$ cat src/rtl/alu_control_md_if.sv
// Handshake/bus bundle between datapath control and the ALU control + mult/div block.
// ALU_MD_FLUSH_EN adds the md_flush input.
interface alu_control_md_if #(
  parameter int WIDTH  = 32,
  parameter int CTRL_W = 4
);
  logic [1:0]        alu_op;
  logic [5:0]        funct;
  logic              issue;
  logic [WIDTH-1:0]  src_a;
  logic [WIDTH-1:0]  src_b;
  logic [CTRL_W-1:0] alu_ctrl;
  logic              illegal;
  logic              md_busy;
  logic              md_done;
  logic              stall;
  logic [WIDTH-1:0]  hi;
  logic [WIDTH-1:0]  lo;
`ifdef ALU_MD_FLUSH_EN
  logic              md_flush;
`endif

  modport master (
    output alu_op, funct, issue, src_a, src_b,
    input  alu_ctrl, illegal, md_busy, md_done, stall, hi, lo
`ifdef ALU_MD_FLUSH_EN
    , output md_flush
`endif
  );

  modport slave (
    input  alu_op, funct, issue, src_a, src_b,
    output alu_ctrl, illegal, md_busy, md_done, stall, hi, lo
`ifdef ALU_MD_FLUSH_EN
    , input md_flush
`endif
  );
endinterface

$ cat src/rtl/alu_control_md.sv
// ALU control decoder plus iterative WIDTH-cycle multiply/divide sequencer with HI/LO.
// Define ALU_MD_FLUSH_EN to add md_flush, which aborts a running mult/div.
module alu_control_md #(
  parameter int WIDTH  = 32,
  parameter int CTRL_W = 4
) (
  input  logic             clock,
  input  logic             reset,
  alu_control_md_if.slave  bus
);
  localparam int CNT_W = $clog2(WIDTH) + 1;

  typedef enum logic {S_IDLE, S_RUN} state_t;

  state_t             r_state, w_state_nxt;
  logic [CNT_W-1:0]   r_cnt;
  logic [WIDTH-1:0]   r_hi, r_lo;
  logic [WIDTH-1:0]   r_acc_hi, r_acc_lo, r_opb;
  logic               r_is_div, r_neg_q, r_neg_r, r_dz, r_done;

  logic [3:0]         w_code;
  logic               w_ill;
  logic [CTRL_W-1:0]  w_ctrl;
  logic               w_alu10, w_md_op, w_mt_hi, w_mt_lo, w_hilo_op;
  logic               w_busy, w_flush, w_accept, w_start, w_last;
  logic               w_neg_a, w_neg_b;
  logic [WIDTH-1:0]   w_mag_a, w_mag_b;

  always_comb begin
    w_code = 4'b0000;
    w_ill  = 1'b0;
    unique case (bus.alu_op)
      2'b00: w_code = 4'b0010;
      2'b01: w_code = 4'b0110;
      2'b11: w_code = 4'b0111;
      default: begin
        unique case (bus.funct)
          6'b100100: w_code = 4'b0000;
          6'b100101: w_code = 4'b0001;
          6'b100000: w_code = 4'b0010;
          6'b100010: w_code = 4'b0110;
          6'b101010: w_code = 4'b0111;
          6'b100110: w_code = 4'b0011;
          6'b100111: w_code = 4'b1100;
          6'b000000: w_code = 4'b1000;
          6'b000010: w_code = 4'b1001;
          6'b000011: w_code = 4'b1010;
          6'b010000: w_code = 4'b1101;
          6'b010010: w_code = 4'b1110;
          6'b011000, 6'b011001, 6'b011010, 6'b011011,
          6'b010001, 6'b010011: w_code = 4'b0000;
          default:   w_ill  = 1'b1;
        endcase
      end
    endcase
  end

  always_comb begin
    w_ctrl      = '0;
    w_ctrl[3:0] = w_code;
  end

  assign w_alu10   = (bus.alu_op == 2'b10);
  assign w_md_op   = w_alu10 && (bus.funct[5:2] == 4'b0110);
  assign w_mt_hi   = w_alu10 && (bus.funct == 6'b010001);
  assign w_mt_lo   = w_alu10 && (bus.funct == 6'b010011);
  assign w_hilo_op = w_md_op | w_mt_hi | w_mt_lo |
                     (w_alu10 && ((bus.funct == 6'b010000) || (bus.funct == 6'b010010)));

`ifdef ALU_MD_FLUSH_EN
  assign w_flush = bus.md_flush;
`else
  assign w_flush = 1'b0;
`endif

  assign w_busy   = (r_state == S_RUN);
  // A flush, even in IDLE, swallows whatever is issued alongside it.
  assign w_accept = ~w_busy & bus.issue & ~w_flush;
  assign w_start  = w_accept & w_md_op;
  assign w_last   = w_busy & ~w_flush & (r_cnt == CNT_W'(1));

  // Signed ops (funct[0]=0) run on magnitudes; signs are reapplied at the end.
  assign w_neg_a = ~bus.funct[0] & bus.src_a[WIDTH-1];
  assign w_neg_b = ~bus.funct[0] & bus.src_b[WIDTH-1];
  assign w_mag_a = w_neg_a ? -bus.src_a : bus.src_a;
  assign w_mag_b = w_neg_b ? -bus.src_b : bus.src_b;

  // One iteration: shift-add multiply or restoring divide on {acc_hi, acc_lo}.
  logic [WIDTH:0]     w_add, w_shl, w_sub;
  logic               w_ge;
  logic [WIDTH-1:0]   w_it_hi, w_it_lo, w_quo, w_rem;
  logic [2*WIDTH-1:0] w_prod, w_prod_s;

  assign w_add   = {1'b0, r_acc_hi} + (r_acc_lo[0] ? {1'b0, r_opb} : '0);
  assign w_shl   = {r_acc_hi, r_acc_lo[WIDTH-1]};
  assign w_sub   = w_shl - {1'b0, r_opb};
  assign w_ge    = ~w_sub[WIDTH];
  assign w_it_hi = r_is_div ? (w_ge ? w_sub[WIDTH-1:0] : w_shl[WIDTH-1:0]) : w_add[WIDTH:1];
  assign w_it_lo = r_is_div ? {r_acc_lo[WIDTH-2:0], w_ge} : {w_add[0], r_acc_lo[WIDTH-1:1]};

  assign w_prod   = {w_it_hi, w_it_lo};
  assign w_prod_s = r_neg_q ? -w_prod : w_prod;
  assign w_quo    = r_dz ? '1 : (r_neg_q ? -w_it_lo : w_it_lo);
  assign w_rem    = r_neg_r ? -w_it_hi : w_it_hi;

  always_ff @(posedge clock or posedge reset) begin
    if (reset) r_state <= S_IDLE;
    else       r_state <= w_state_nxt;
  end

  always_comb begin
    w_state_nxt = r_state;
    unique case (r_state)
      S_IDLE:  if (w_start) w_state_nxt = S_RUN;
      default: if (w_flush || (r_cnt == CNT_W'(1))) w_state_nxt = S_IDLE;
    endcase
  end

  always_ff @(posedge clock or posedge reset) begin
    if (reset) begin
      r_cnt    <= '0;
      r_hi     <= '0;
      r_lo     <= '0;
      r_acc_hi <= '0;
      r_acc_lo <= '0;
      r_opb    <= '0;
      r_is_div <= 1'b0;
      r_neg_q  <= 1'b0;
      r_neg_r  <= 1'b0;
      r_dz     <= 1'b0;
      r_done   <= 1'b0;
    end else begin
      r_done <= w_last;
      if (w_busy) begin
        r_cnt    <= w_flush ? '0 : r_cnt - CNT_W'(1);
        r_acc_hi <= w_it_hi;
        r_acc_lo <= w_it_lo;
        if (w_last) begin
          if (r_is_div) begin
            r_hi <= w_rem;
            r_lo <= w_quo;
          end else begin
            {r_hi, r_lo} <= w_prod_s;
          end
        end
      end else if (w_start) begin
        r_cnt    <= CNT_W'(WIDTH);
        r_acc_hi <= '0;
        r_acc_lo <= w_mag_a;
        r_opb    <= w_mag_b;
        r_is_div <= bus.funct[1];
        r_neg_q  <= w_neg_a ^ w_neg_b;
        r_neg_r  <= w_neg_a;
        r_dz     <= (bus.src_b == '0);
      end else if (w_accept) begin
        if (w_mt_hi) r_hi <= bus.src_a;
        if (w_mt_lo) r_lo <= bus.src_a;
      end
    end
  end

  assign bus.alu_ctrl = w_ctrl;
  assign bus.illegal  = w_ill;
  assign bus.md_busy  = w_busy;
  assign bus.md_done  = r_done;
  assign bus.stall    = w_busy & bus.issue & w_hilo_op;
  assign bus.hi       = r_hi;
  assign bus.lo       = r_lo;
endmodule

$ cat src/flat_wrapper.sv
// flat-port wrapper written by rule: the top's interface ports become plain ports
module alu_control_md_flat 
#(
  parameter int WIDTH  = 32,
  parameter int CTRL_W = 4
)
  (clock, reset, bus_alu_op, bus_funct, bus_issue, bus_src_a, bus_src_b, bus_alu_ctrl, bus_illegal, bus_md_busy, bus_md_done, bus_stall, bus_hi, bus_lo);
  alu_control_md_if #(.WIDTH(WIDTH), .CTRL_W(CTRL_W)) bus_i ();
  input  logic clock;
  input  logic reset;
  input wire logic [$bits(bus_i.alu_op)-1:0] bus_alu_op;
  input wire logic [$bits(bus_i.funct)-1:0] bus_funct;
  input wire logic [$bits(bus_i.issue)-1:0] bus_issue;
  input wire logic [$bits(bus_i.src_a)-1:0] bus_src_a;
  input wire logic [$bits(bus_i.src_b)-1:0] bus_src_b;
  output wire logic [$bits(bus_i.alu_ctrl)-1:0] bus_alu_ctrl;
  output wire logic [$bits(bus_i.illegal)-1:0] bus_illegal;
  output wire logic [$bits(bus_i.md_busy)-1:0] bus_md_busy;
  output wire logic [$bits(bus_i.md_done)-1:0] bus_md_done;
  output wire logic [$bits(bus_i.stall)-1:0] bus_stall;
  output wire logic [$bits(bus_i.hi)-1:0] bus_hi;
  output wire logic [$bits(bus_i.lo)-1:0] bus_lo;
  assign bus_i.alu_op = bus_alu_op;
  assign bus_i.funct = bus_funct;
  assign bus_i.issue = bus_issue;
  assign bus_i.src_a = bus_src_a;
  assign bus_i.src_b = bus_src_b;
  assign bus_alu_ctrl = bus_i.alu_ctrl;
  assign bus_illegal = bus_i.illegal;
  assign bus_md_busy = bus_i.md_busy;
  assign bus_md_done = bus_i.md_done;
  assign bus_stall = bus_i.stall;
  assign bus_hi = bus_i.hi;
  assign bus_lo = bus_i.lo;
  alu_control_md #(.WIDTH(WIDTH), .CTRL_W(CTRL_W)) u_core (.clock(clock), .reset(reset), .bus(bus_i));
endmodule
$ cat config.mk
export PLATFORM = sky130hd
export DESIGN_NAME = alu_control_md_flat
export DESIGN_NICKNAME = d
export VERILOG_FILES = /design/src/rtl/alu_control_md_if.sv /design/src/rtl/alu_control_md.sv /design/src/flat_wrapper.sv
export SDC_FILE = /design/constraint.sdc
export NUM_CORES = 1
export LEC_CHECK = 0
export BUFFER_PORTS_ARGS = -buffer_cell sky130_fd_sc_hd__buf_2
export CORE_ASPECT_RATIO = 0.9
export CORE_UTILIZATION = 50
export CTS_CLUSTER_DIAMETER = 120
export CTS_CLUSTER_SIZE = 25
export DETAILED_ROUTE_END_ITERATION = 10
export MAX_ROUTING_LAYER = met4
export PLACE_DENSITY = 0.72
export SYNTH_ARGS = -nofsm -noshare
export SYNTH_HDL_FRONTEND = slang
export SYNTH_SLANG_ARGS = --single-unit
$ cat constraint.sdc
create_clock -name clock -period 7.6 [get_ports clock]
set_clock_uncertainty 0.2 [all_clocks]
set_input_delay 1.14 -clock clock [delete_from_list [all_inputs] [get_ports clock]]
set_output_delay 1.14 -clock clock [all_outputs]
set_load 0.05 [all_outputs]
== After elaboration in Yosys (flattened, before gate mapping) ==
Index checks and enable logic that the tools add are counted.
Word-level totals
  flip-flop bits (word level): 172
  bits of input ports: 75
  output and inout bits: 72
  word-level logic and storage cells: 110
Cells by class
  add/sub/neg operators: 8
  eq/ne operators: 24
  mux-type cells: 35
  bitwise logic cells: 14
  reductions and logical operators: 17
Operators by type and width (count)
  2-to-1 mux 32 bit: 25
  negator 32 bit: 4
  2-to-1 mux 64 bit: 1
  negator 64 bit: 1
  == test 6 x 5 -> 1 bit, second input constant: 8
  one-hot mux 4 bit (11 select lines): 1
  == test 6 bit, second input constant: 7
  adder 32 x 33 -> 33 bit: 1
  subtractor 33 x 32 -> 33 bit: 1
  logical NOT 32 bit: 1
  OR reduction 18 bit: 1
  == test 6 x 2 -> 1 bit, second input constant: 2
  2-to-1 mux 6 bit: 2
  one-hot mux 4 bit (3 select lines): 1
  AND reduction 4 bit: 2
  nonzero test 2 bit: 4
  AND 1 bit: 7
  == test 6 x 1 -> 1 bit, second input constant: 1
  logical NOT 6 bit: 1
  subtractor 6 x 1 -> 6 bit, second input constant: 1
  2-to-1 mux 1 bit: 5
  == test 2 bit, second input constant: 2
  == test 4 x 3 -> 1 bit, second input constant: 1
  logical AND 1 bit: 4
  other kinds (10): 14

== Longest topological paths before layout ==
Gate-level depths: netlist of the first run.
  depth after elaboration: 9
  depth in mapped cells: 24
  gate-level depth less buffers: 22

== Least setup slack after synthesis of the first run ==
OpenSTA, ideal clock, no wires.
  path type: reg2reg
  start: register u_core.r_acc_lo[31]
  end: register u_core.r_hi[28], in the netlist u_core.bus.hi[28]
  library setup time: 0.094 ns
  data arrival time: 5.110 ns
  path slack: 2.196 ns
  cell stages (with the launch flop): 25
  buffers on the path: 2
  cell sequence: dfrtp_1 > inv_1 > ha_1 > fa_1 > nand2b_2 > a211oi_4 > nor4_4 > or3_1 > buf_4 > a21oi_4 > buf_6 > o2bb2ai_1 > inv_1 > ha_1 > o21ai_0 > or2_2 > or4_1 > nor3_1 > nand4_1 > and2_1 > nor2_1 > nand3_1 > o31ai_1 > xor2_1 > a211oi_1
Between the ends
  word-level cells in the longest chain between the ends: 8
Ends and longest elaborated chain
  start, declared: RTL line alu_control_md.sv:18  | logic [WIDTH-1:0] r_acc_hi, r_acc_lo, r_opb;
  start signal, assigned: RTL line alu_control_md.sv:137  | r_acc_lo <= w_it_lo;
  start signal, assigned: RTL line alu_control_md.sv:149  | r_acc_lo <= w_mag_a;
  subtractor 33 x 32 -> 33 bit: RTL line alu_control_md.sv:96  | assign w_sub = w_shl - {1'b0, r_opb};
  2-to-1 mux 32 bit / NOT 1 bit (equally long branches): RTL line alu_control_md.sv:98, alu_control_md.sv:97
  2-to-1 mux 32 bit, on equally long branches: RTL line alu_control_md.sv:98, alu_control_md.sv:99
  negator 64 bit / negator 32 bit (equally long branches): RTL line alu_control_md.sv:102, alu_control_md.sv:104
  2-to-1 mux 64 bit / 2-to-1 mux 32 bit (equally long branches): RTL line alu_control_md.sv:102, alu_control_md.sv:104
  2-to-1 mux 32 bit *: RTL line alu_control_md.sv:139  | if (r_is_div) begin
  2-to-1 mux 32 bit *: RTL line alu_control_md.sv:138  | if (w_last) begin
  2-to-1 mux 32 bit *: RTL line alu_control_md.sv:134  | if (w_busy) begin
  end signal, assigned: RTL line alu_control_md.sv:140  | r_hi <= w_rem;
  end signal, assigned: RTL line alu_control_md.sv:143  | {r_hi, r_lo} <= w_prod_s;
  end signal, assigned: RTL line alu_control_md.sv:156  | if (w_mt_hi) r_hi <= bus.src_a;
  end, declared: RTL line alu_control_md.sv:17  | logic [WIDTH-1:0] r_hi, r_lo;
Every way passes the cells marked *; elsewhere a longest branch is shown, timed or not. The select of a mux whose other input is x is not followed.
A chain may end at the register's enable or synchronous reset.

== Worst setup path in the final report of the first run ==
Same ends and word-level chain as after synthesis.

==> results of run 1 <==
[placed cells by master, fill, tap and decap left out, types with 25 or more instances in the layout]
master	n
xnor2_1	72
ha_1	70
dfrtp_1	170
buf_2	146
a31oi_1	32
nor3_1	77
nand2_1	298
or3_1	29
nand3_1	25
inv_1	61
a21oi_1	159
o22ai_1	35
a21o_1	26
mux2i_1	45
xor2_1	82
and2_1	46
nor2_1	159
o21ai_0	233
[worst reg2reg max path: cells and delay by family (launching register included)]
kind	cells	cell delay, ns
simple gates	10	3.12
flops	1	0.44
buf+inv	2	0.16
compound gates	6	1.84
fa+ha+maj	3	0.76
xor+xnor	1	0.11
[kinds of logic after synthesis]
| logic type | synth area share [%] |
|---|---|
| and+or+nand+nor | 23.89 |
| AOI/OAI and AO/OA | 25.87 |
| buffers and inverters | 4.715 |
| DFF | 26.76 |
| xor gates and xnor gates | 8.387 |
| adders and majority gates | 5.757 |
| muxes | 4.621 |
[layer usage]
metal  GRT usage [%]  up-vias  part of all wire [%]
met5               -        -                     0
met1           51.16     8006                    46
met4           9.009        0                   2.0
met3           6.353       69                    10
li1                -     7758                     -
met2           48.88      845                    41
[where the power goes]
part           internal, mW  leakage, nW  switching [mW]
registers              1.26         2.15           0.455
logic                  1.91         5.05            3.80
clock network         0.429        0.261           0.431
total                  3.60         7.45            4.68
[sequential cells by signal, summed over array words and instances, names as in the netlist]
register and flops:
u_core.bus.hi 32, u_core.bus.lo 32, u_core.r_acc_hi 32, u_core.r_acc_lo 32
u_core.r_opb 32, u_core.r_cnt 6, u_core.bus.md_busy 1, u_core.bus.md_done 1
u_core.r_dz 1, u_core.r_is_div 1, u_core.r_neg_q 1, u_core.r_neg_r 1
[final cells by class]
| type | count | area [um2] | share of cell area, % |
|---|---|---|---|
| clock inverters | 13 | 110.1 | 0.6271 |
| inverters | 63 | 241.5 | 1.375 |
| flip-flops and latches | 172 | 4312 | 24.56 |
| well taps | 409 | 511.7 | 2.915 |
| clock buffers | 19 | 432.9 | 2.466 |
| multi-input cells | 1760 | 11050 | 62.93 |
| repair buffers | 167 | 900.9 | 5.131 |
[worst min path at each step]
stage	start	end	slack, ns	cells past startpoint
after floorplan	u_core.r_cnt[5]$_DFFE_PP0P_	u_core.r_cnt[5]$_DFFE_PP0P_	0.24	1
after global placement	u_core.r_cnt[5]$_DFFE_PP0P_	u_core.r_cnt[5]$_DFFE_PP0P_	0.25	1
after detailed placement	u_core.bus.lo[11]$_DFFE_PP0P_	u_core.bus.lo[11]$_DFFE_PP0P_	0.26	2
after CTS	u_core.r_cnt[5]$_DFFE_PP0P_	u_core.r_cnt[5]$_DFFE_PP0P_	0.28	1
after global routing	u_core.r_cnt[5]$_DFFE_PP0P_	u_core.r_cnt[5]$_DFFE_PP0P_	0.30	1
final	u_core.bus.lo[0]$_DFFE_PP0P_	u_core.bus.lo[0]$_DFFE_PP0P_	0.28	2
[cells in the mapped netlist, drive strengths merged, types with 9 or more instances]
cell      n  area (um2)
a211oi   27       230.2
a21o     26       195.2
a21oi   165       859.6
a31oi    33       206.5
and2     47       294.0
and3     11       68.82
buf      41       205.2
clkbuf   84       316.6
dfrtp   172        4304
ha       70       875.8
inv      62       232.7
mux2     24       270.3
mux2i    46       473.0
nand2   301        1135
nand2b   24       152.6
nand3    27       145.1
nand3b   11       82.58
nand4    21       131.4
nor2    161       609.3
nor2b    12       75.07
nor3     81       425.4
nor3b    19       142.6
nor4     20       161.4
o211ai   16       130.1
o21a     10       75.07
o21ai   246        1239
o22ai    35       219.0
o31ai    25       201.4
o41ai     9       78.83
or3      29       181.4
xnor2    72       630.6
xor2     82       718.2
==> summary.md, run 1 <==
| Metric | Value |
|---|---|
| Status | `finished clean` |
| Register area share after synthesis | `about 27%` |
| Design Power | `between 8 and 9 mW` |
| Worst setup EP type | `flip-flop` |
| Die width | `191.0 um` |
| YS warnings | `0` |
| Placed Area | `17010 um2` |
| CP Depth | `22` |
| CP max-delay cell | `or4_1` |
| Initial core utilization | `roughly 51%` |
| Worst hold margin | `~0.28 ns` |
| Layout fillers | `between 2000 and 3000` |
| HPWL Detailed | `42050 um` |
| Max Buffers Root-to-Sink | `2` |
| Max capacitance violation total | `0` |
| Setup CP Type | `reg2reg` |
| Final core occ | `56.11%` |
| CTS root buffer | `clkbuf_16` |
| Slew @ Worst Pin | `0.9850 ns` |
| CTS tree | `done` |
| Worst skew pair latency | `about 0.45 ns` |
| Routability cong. | `between 1 and 1.5` |
| Crit-path cells | `inv_1 -> ha_1 -> fa_1 -> nand2b_2 -> a211oi_4 -> nor4_4 -> or3_1 -> a21oi_4 -> o2bb2ai_1 -> inv_1 -> ha_1 -> o21ai_0 -> or2_2 -> or4_1 -> nor3_1 -> nand4_1 -> and2_1 -> nor2_1 -> nand3_1 -> o31ai_1 -> xor2_1 -> a211oi_1` |
| DRT Wirelength | `55910 um` |
| R2r startpoint | `u_core.r_acc_lo[31]$_DFFE_PP0P_` |
| Routed via count | `~17000` |
| Ys async rst share | `100.0%` |
| Antenna violations before repair | `0` |
| Largest net degree at the start of global routing | `90` |
| Maximum vdd drop | `around 0.31 mV` |
| Mapped Avg Cell Area | `about 7.6 um2` |
| Slew HR | `about a third` |
| Leakage | `7.453 nW` |
| Antenna cells | `0` |
| CP Buf/Inv Count | `2` |
| Final setup fails | `0` |
| P&R area growth vs syn | `9.173%` |
| Placed Cells | `2571` |
| Worst Setup Slack, final | `between 0.8 and 0.9 ns` |
| Vias in the first global route | `~15000` |
| Hold Buf Count CTS | `0` |
| Worst R2R End | `u_core.bus.hi[28]$_DFFE_PP0P_` |
| I/O Pins | `about 150` |
| Row count | `roughly 60` |
| End of the critical path | `u_core.bus.hi[28]$_DFFE_PP0P_` |
| Drt first pass iters | `5` |
| Count of cell types in the netlist | `roughly 100` |
| Final hold viol count | `0` |
| Syn_nets | `between 2000 and 2500` |
| Crit path launch type | `flip-flop` |
| Clock-pin slew on the worst setup and hold paths | `~0.070 ns` |
| Cell Area, Synth | `16080 um2` |
| CP arrival | `6.85 ns` |
| RSZ-0062 raised after global routing | `false` |
| Post-layout min period | `between 6 and 7 ns` |
| Clk sinks | `around 170` |
| R2R setup slack | `roughly 0.90 ns` |
| Post-route ant nets | `0` |
| Post-CTS Setup Bufs | `0` |
| GRT overflow | `0` |
| Non-Filler Instances | `between 2000 and 3000` |
| Chip height | `approximately 170 um` |
| Post-Syn Instances | `2120` |
| Number of gates resized after cts | `0` |
| Crit. Startpoint | `u_core.r_acc_lo[31]$_DFFE_PP0P_` |
| Final Net Count | `around 2300` |
| Most used DFF post-synth | `dfrtp_1` |
| Slowest stage delay, CP | `0.58 ns` |
| Remaining DRCs | `0` |
| Layout cells sized above 1 | `12.76%` |
| Period utilization | `88.17%` |
| Total CTS buffers | `17` |
| R2R cell count | `22` |
| Worst-path maximum fanout | `12` |
| H-tree levels | `4` |
| WL/cell | `21.48 um` |
| CP top delay family | `simple AND/OR/NAND/NOR gates` |
| Worst EP required | `between 7 and 8 ns` |
| Pwr Density | `around 470 nW/um2` |
| First-pass GRT wire length | `86430 um` |
| Die footprint | `~33000 um2` |
| EDFF count, synth | `0` |
| DR iter-0 viols | `around 1700` |
| Via/cell ratio | `around 6.4` |
| Core area | `roughly 31000 um2` |
| Fmax | `about 150 MHz` |
| Final setup TNS | `0 ns` |
| Total track usage | `about a third` |
| PortBufs | `between 100 and 150` |
| Final Instance Area | `approximately 18000 um2` |
| Max Slew Vio Count | `0` |
| Post-Place Worst Slack | `1.004 ns` |
| Seq cells post-synth | `172` |
| Worst hold path class | `reg2reg` |
Note: power is estimated with default switching activity, not from simulation.
==> run 2, diff against run 1 <==
--- a/config.mk
+++ b/config.mk
@@ -13,6 +13,7 @@
 export DETAILED_ROUTE_END_ITERATION = 10
 export MAX_ROUTING_LAYER = met4
 export PLACE_DENSITY = 0.72
+export REMOVE_ABC_BUFFERS = 1
 export SYNTH_ARGS = -nofsm -noshare
 export SYNTH_HDL_FRONTEND = slang
 export SYNTH_SLANG_ARGS = --single-unit
==> constraint.sdc (replaced) <==
create_clock -name clock -period 7.6 [get_ports clock]
set_clock_uncertainty 0.2 [all_clocks]
set_input_delay 1.14 -clock clock [delete_from_list [all_inputs] [get_ports clock]]
set_output_delay 1.14 -clock clock [all_outputs]
set_load 0.01 [all_outputs]
==> run 2 against run 1 <==
  * Utilization rose by 0.12 points
  * Cell count rose by 0.12%
  * Die area did not move
  * Critical endpoint unchanged
  * Fmax rose by 2.6%
  * Critical path depth fell by 1
  * Clock power rose by 5.3%
  * Flip-flop and latch count did not move
  * First-iteration DRC count fell by 18%
  * Non-clock buffer count rose by 1
  * Critical path type unchanged
  * Hold slack got worse by 0.0059 ns
  * Total power fell by 5.1%
  * Sequential share of layout area fell by 0.052 points
==> summary.md, run 2 (synthesis results as in run 1) <==
| Metric | Value |
|---|---|
| Fmax | `approximately 150 MHz` |
| Slew HR | `17.74%` |
| Clock power frac | `a little under an eighth` |
| Grt met3 use | `under 10%` |
| RSZ-0062 raised after global routing | `false` |
| Chip height | `approximately 170 um` |
| PortBufs | `around 150` |
| Top Usage Layer GRT | `met2` |
| Total CTS buffers | `17` |
| CP top delay family | `simple AND/OR/NAND/NOR gates` |
| Slowest stage delay, CP | `0.59 ns` |
| Final setup fails | `0` |
| Worst-path maximum fanout | `12` |
| Final core occ | `56.23%` |
| WL/cell | `about 21 um` |
| Final setup TNS | `0 ns` |
| Leakage | `approximately 7.5 nW` |
| WHS Endpoint | `u_core.bus.lo[6]$_DFFE_PP0P_` |
| Design internal power | `around 3.7 mW` |
| Status | `finished clean` |
| Multi-input gate area | `11050 um2` |
| Maximum vdd drop | `0.2994 mV` |
| Post-route ant nets | `0` |
| Drt first pass iters | `6` |
| Die footprint | `32890 um2` |
| Number of gates resized after cts | `0` |
| Post-CTS Setup Bufs | `0` |
| P&R area growth vs syn | `9.407%` |
| Worst Setup Slack, final | `1.066 ns` |
| H-tree levels | `4` |
| Die width | `approximately 190 um` |
| Switch Pwr | `4.201 mW` |
| Met1 Usage GRT | `a little under half` |
| CP Buf/Inv Count | `1` |
| Post-layout min period | `between 6 and 7 ns` |
| R2r startpoint | `u_core.r_opb[0]$_DFFE_PP0P_` |
| Crit path launch type | `flip-flop` |
| Slew @ Worst Pin | `1.231 ns` |
| Routed via count | `16470` |
| Routability cong. | `roughly 1.0` |
| Gate power share | `between 60% and 70%` |
| Max Slew Vio Count | `0` |
| Most frequent CP cell | `ha_1` |
| Post-Place Worst Slack | `around 1.1 ns` |
| Vias in the first global route | `15300` |
| Placed Cells | `between 2000 and 3000` |
| DR iter-0 viols | `1374` |
| R2R setup slack | `between 1 and 1.5 ns` |
| Core area | `about 31000 um2` |
| Hold Buf Count CTS | `0` |
| Worst R2R End | `u_core.bus.hi[28]$_DFFE_PP0P_` |
| Final Net Count | `around 2300` |
| Worst skew pair latency | `~0.46 ns` |
| Pwr Density | `approximately 450 nW/um2` |
| Antenna violations before repair | `2` |
| CTS tree | `done` |
| Global-route met2 utilization | `between 40 and 50%` |
| Crit-path cells | `ha_1 -> fa_1 -> nand2b_2 -> a211oi_4 -> nor4_4 -> or3_1 -> a21oi_4 -> o2bb2ai_1 -> inv_1 -> ha_1 -> o21ai_0 -> or2_2 -> or4_1 -> nor3_1 -> nand4_1 -> and2_1 -> nor2_1 -> nand3_1 -> o31ai_1 -> xor2_1 -> a211oi_1` |
| Switching share of power | `between 50% and 60%` |
| Via/cell ratio | `approximately 6.3` |
| Largest net degree at the start of global routing | `94` |
| Period utilization | `approximately 86%` |
| R2R cell count | `21` |
| Total track usage | `approximately 35%` |
| Worst setup EP type | `flip-flop` |
| Non-Filler Instances | `~2600` |
| CP max-delay cell | `or4_1` |
| Row count | `61` |
| Min-delay src | `u_core.bus.lo[6]$_DFFE_PP0P_` |
| Clk sinks | `around 170` |
| Commonest non-fill, non-tap cells in the layout | `nand2_1, o21ai_0, dfrtp_1` |
| Layout cells sized above 1 | `12.89%` |
| Worst EP required | `around 7.8 ns` |
| Reg area | `4312 um2` |
| Max capacitance violation total | `0` |
| HPWL Detailed | `40910 um` |
| Hold path cells | `2` |
| I/O Pins | `147` |
| DRT Wirelength | `roughly 55000 um` |
| Max Buffers Root-to-Sink | `2` |
| Setup CP Type | `reg2reg` |
| CP arrival | `approximately 6.7 ns` |
| Worst hold path class | `reg2reg` |
| Commonest non-fill, non-tap cell in the layout | `nand2_1` |
| CTS root buffer | `clkbuf_16` |
| Clock-pin slew on the worst setup and hold paths | `approximately 0.080 ns` |
| First-pass GRT wire length | `~86000 um` |
| Sequential power share | `21.9%` |
| Layout fillers | `around 3000` |
| Initial core utilization | `slightly above 50%` |
| Remaining DRCs | `0` |
| GRT overflow | `0` |
| Final hold viol count | `0` |
run 2: cell count changes in the layout (fill, tap and decap cells not counted), sizes merged:
| cell | previous run | this run |
|---|---|---|
| clkinvlp | 3 | 5 |
| diode | 0 | 2 |
| clkinv | 4 | 3 |
| bufinv | 0 | 1 |
| inv | 69 | 65 |
| clkbuf | 19 | 21 |
| buf | 167 | 168 |
run 2: final cells by class:
class	count	share of cell area, %
clock inverters	11	0.6116
flip-flops and latches	172	24.51
well taps	409	2.909
repair buffers	168	5.092
clock buffers	21	2.674
multi-input cells	1760	62.81
inverters	63	1.372
diodes	2	0.02845
run 2: per-layer routing:
metal / vias up / wire (um)
met1: 7874 / 25340
met3: 92 / 4426
met5: - / 0
met2: 730 / 23300
met4: 0 / 1624
li1: 7774 / -
run 2: worst max path at each step:
stage                                startpoint                            end  slack [ns]  depth (start not counted)
finish              u_core.r_opb[0]$_DFFE_PP0P_  u_core.bus.hi[28]$_DFFE_PP0P_        1.07                         21
CTS                 u_core.r_opb[0]$_DFFE_PP0P_  u_core.bus.hi[28]$_DFFE_PP0P_        1.13                         21
global route        u_core.r_opb[0]$_DFFE_PP0P_  u_core.bus.hi[28]$_DFFE_PP0P_        0.71                         21
floorplan           u_core.r_is_div$_DFFE_PP0P_  u_core.bus.hi[28]$_DFFE_PP0P_        0.68                         15
global placement    u_core.r_opb[0]$_DFFE_PP0P_  u_core.bus.hi[28]$_DFFE_PP0P_        1.40                         21
detailed placement  u_core.r_opb[0]$_DFFE_PP0P_  u_core.bus.hi[28]$_DFFE_PP0P_        1.11                         21
run 2: power groups by stage:
stage	registers, mW	clock network [mW]	logic [mW]
after global routing	1.77	0.953	5.72
after floorplan	1.71	0	3.54
after detailed placement	1.72	0	5.09
after global placement	1.71	0	5.04
final	1.72	0.906	5.24
after CTS	1.71	0.912	5.13
run 2: worst register-to-register path: cells and delay by family (launching register included):
family,cells,cell delay [ns]
buffers and inverters,1,0.10
flip-flops,1,0.40
AND/OR/NAND/NOR,10,3.15
XOR/XNOR,1,0.11
adder cells (fa/ha/maj),3,0.77
AO/OA/AOI/OAI,6,1.73
run 2: through the flow:
| step | power, mW | hold WS [ns] | cell area, um2 |
|---|---|---|---|
| after global routing | 8.440 | 0.2969 | 17590 |
| after global placement | 6.744 | 0.2503 | 17010 |
| after detailed placement | 6.815 | 0.2619 | 17010 |
| after floorplan | 5.255 | 0.2352 | 15560 |
| final | 7.866 | 0.2722 | 17590 |
| after CTS | 7.756 | 0.2775 | 17590 |
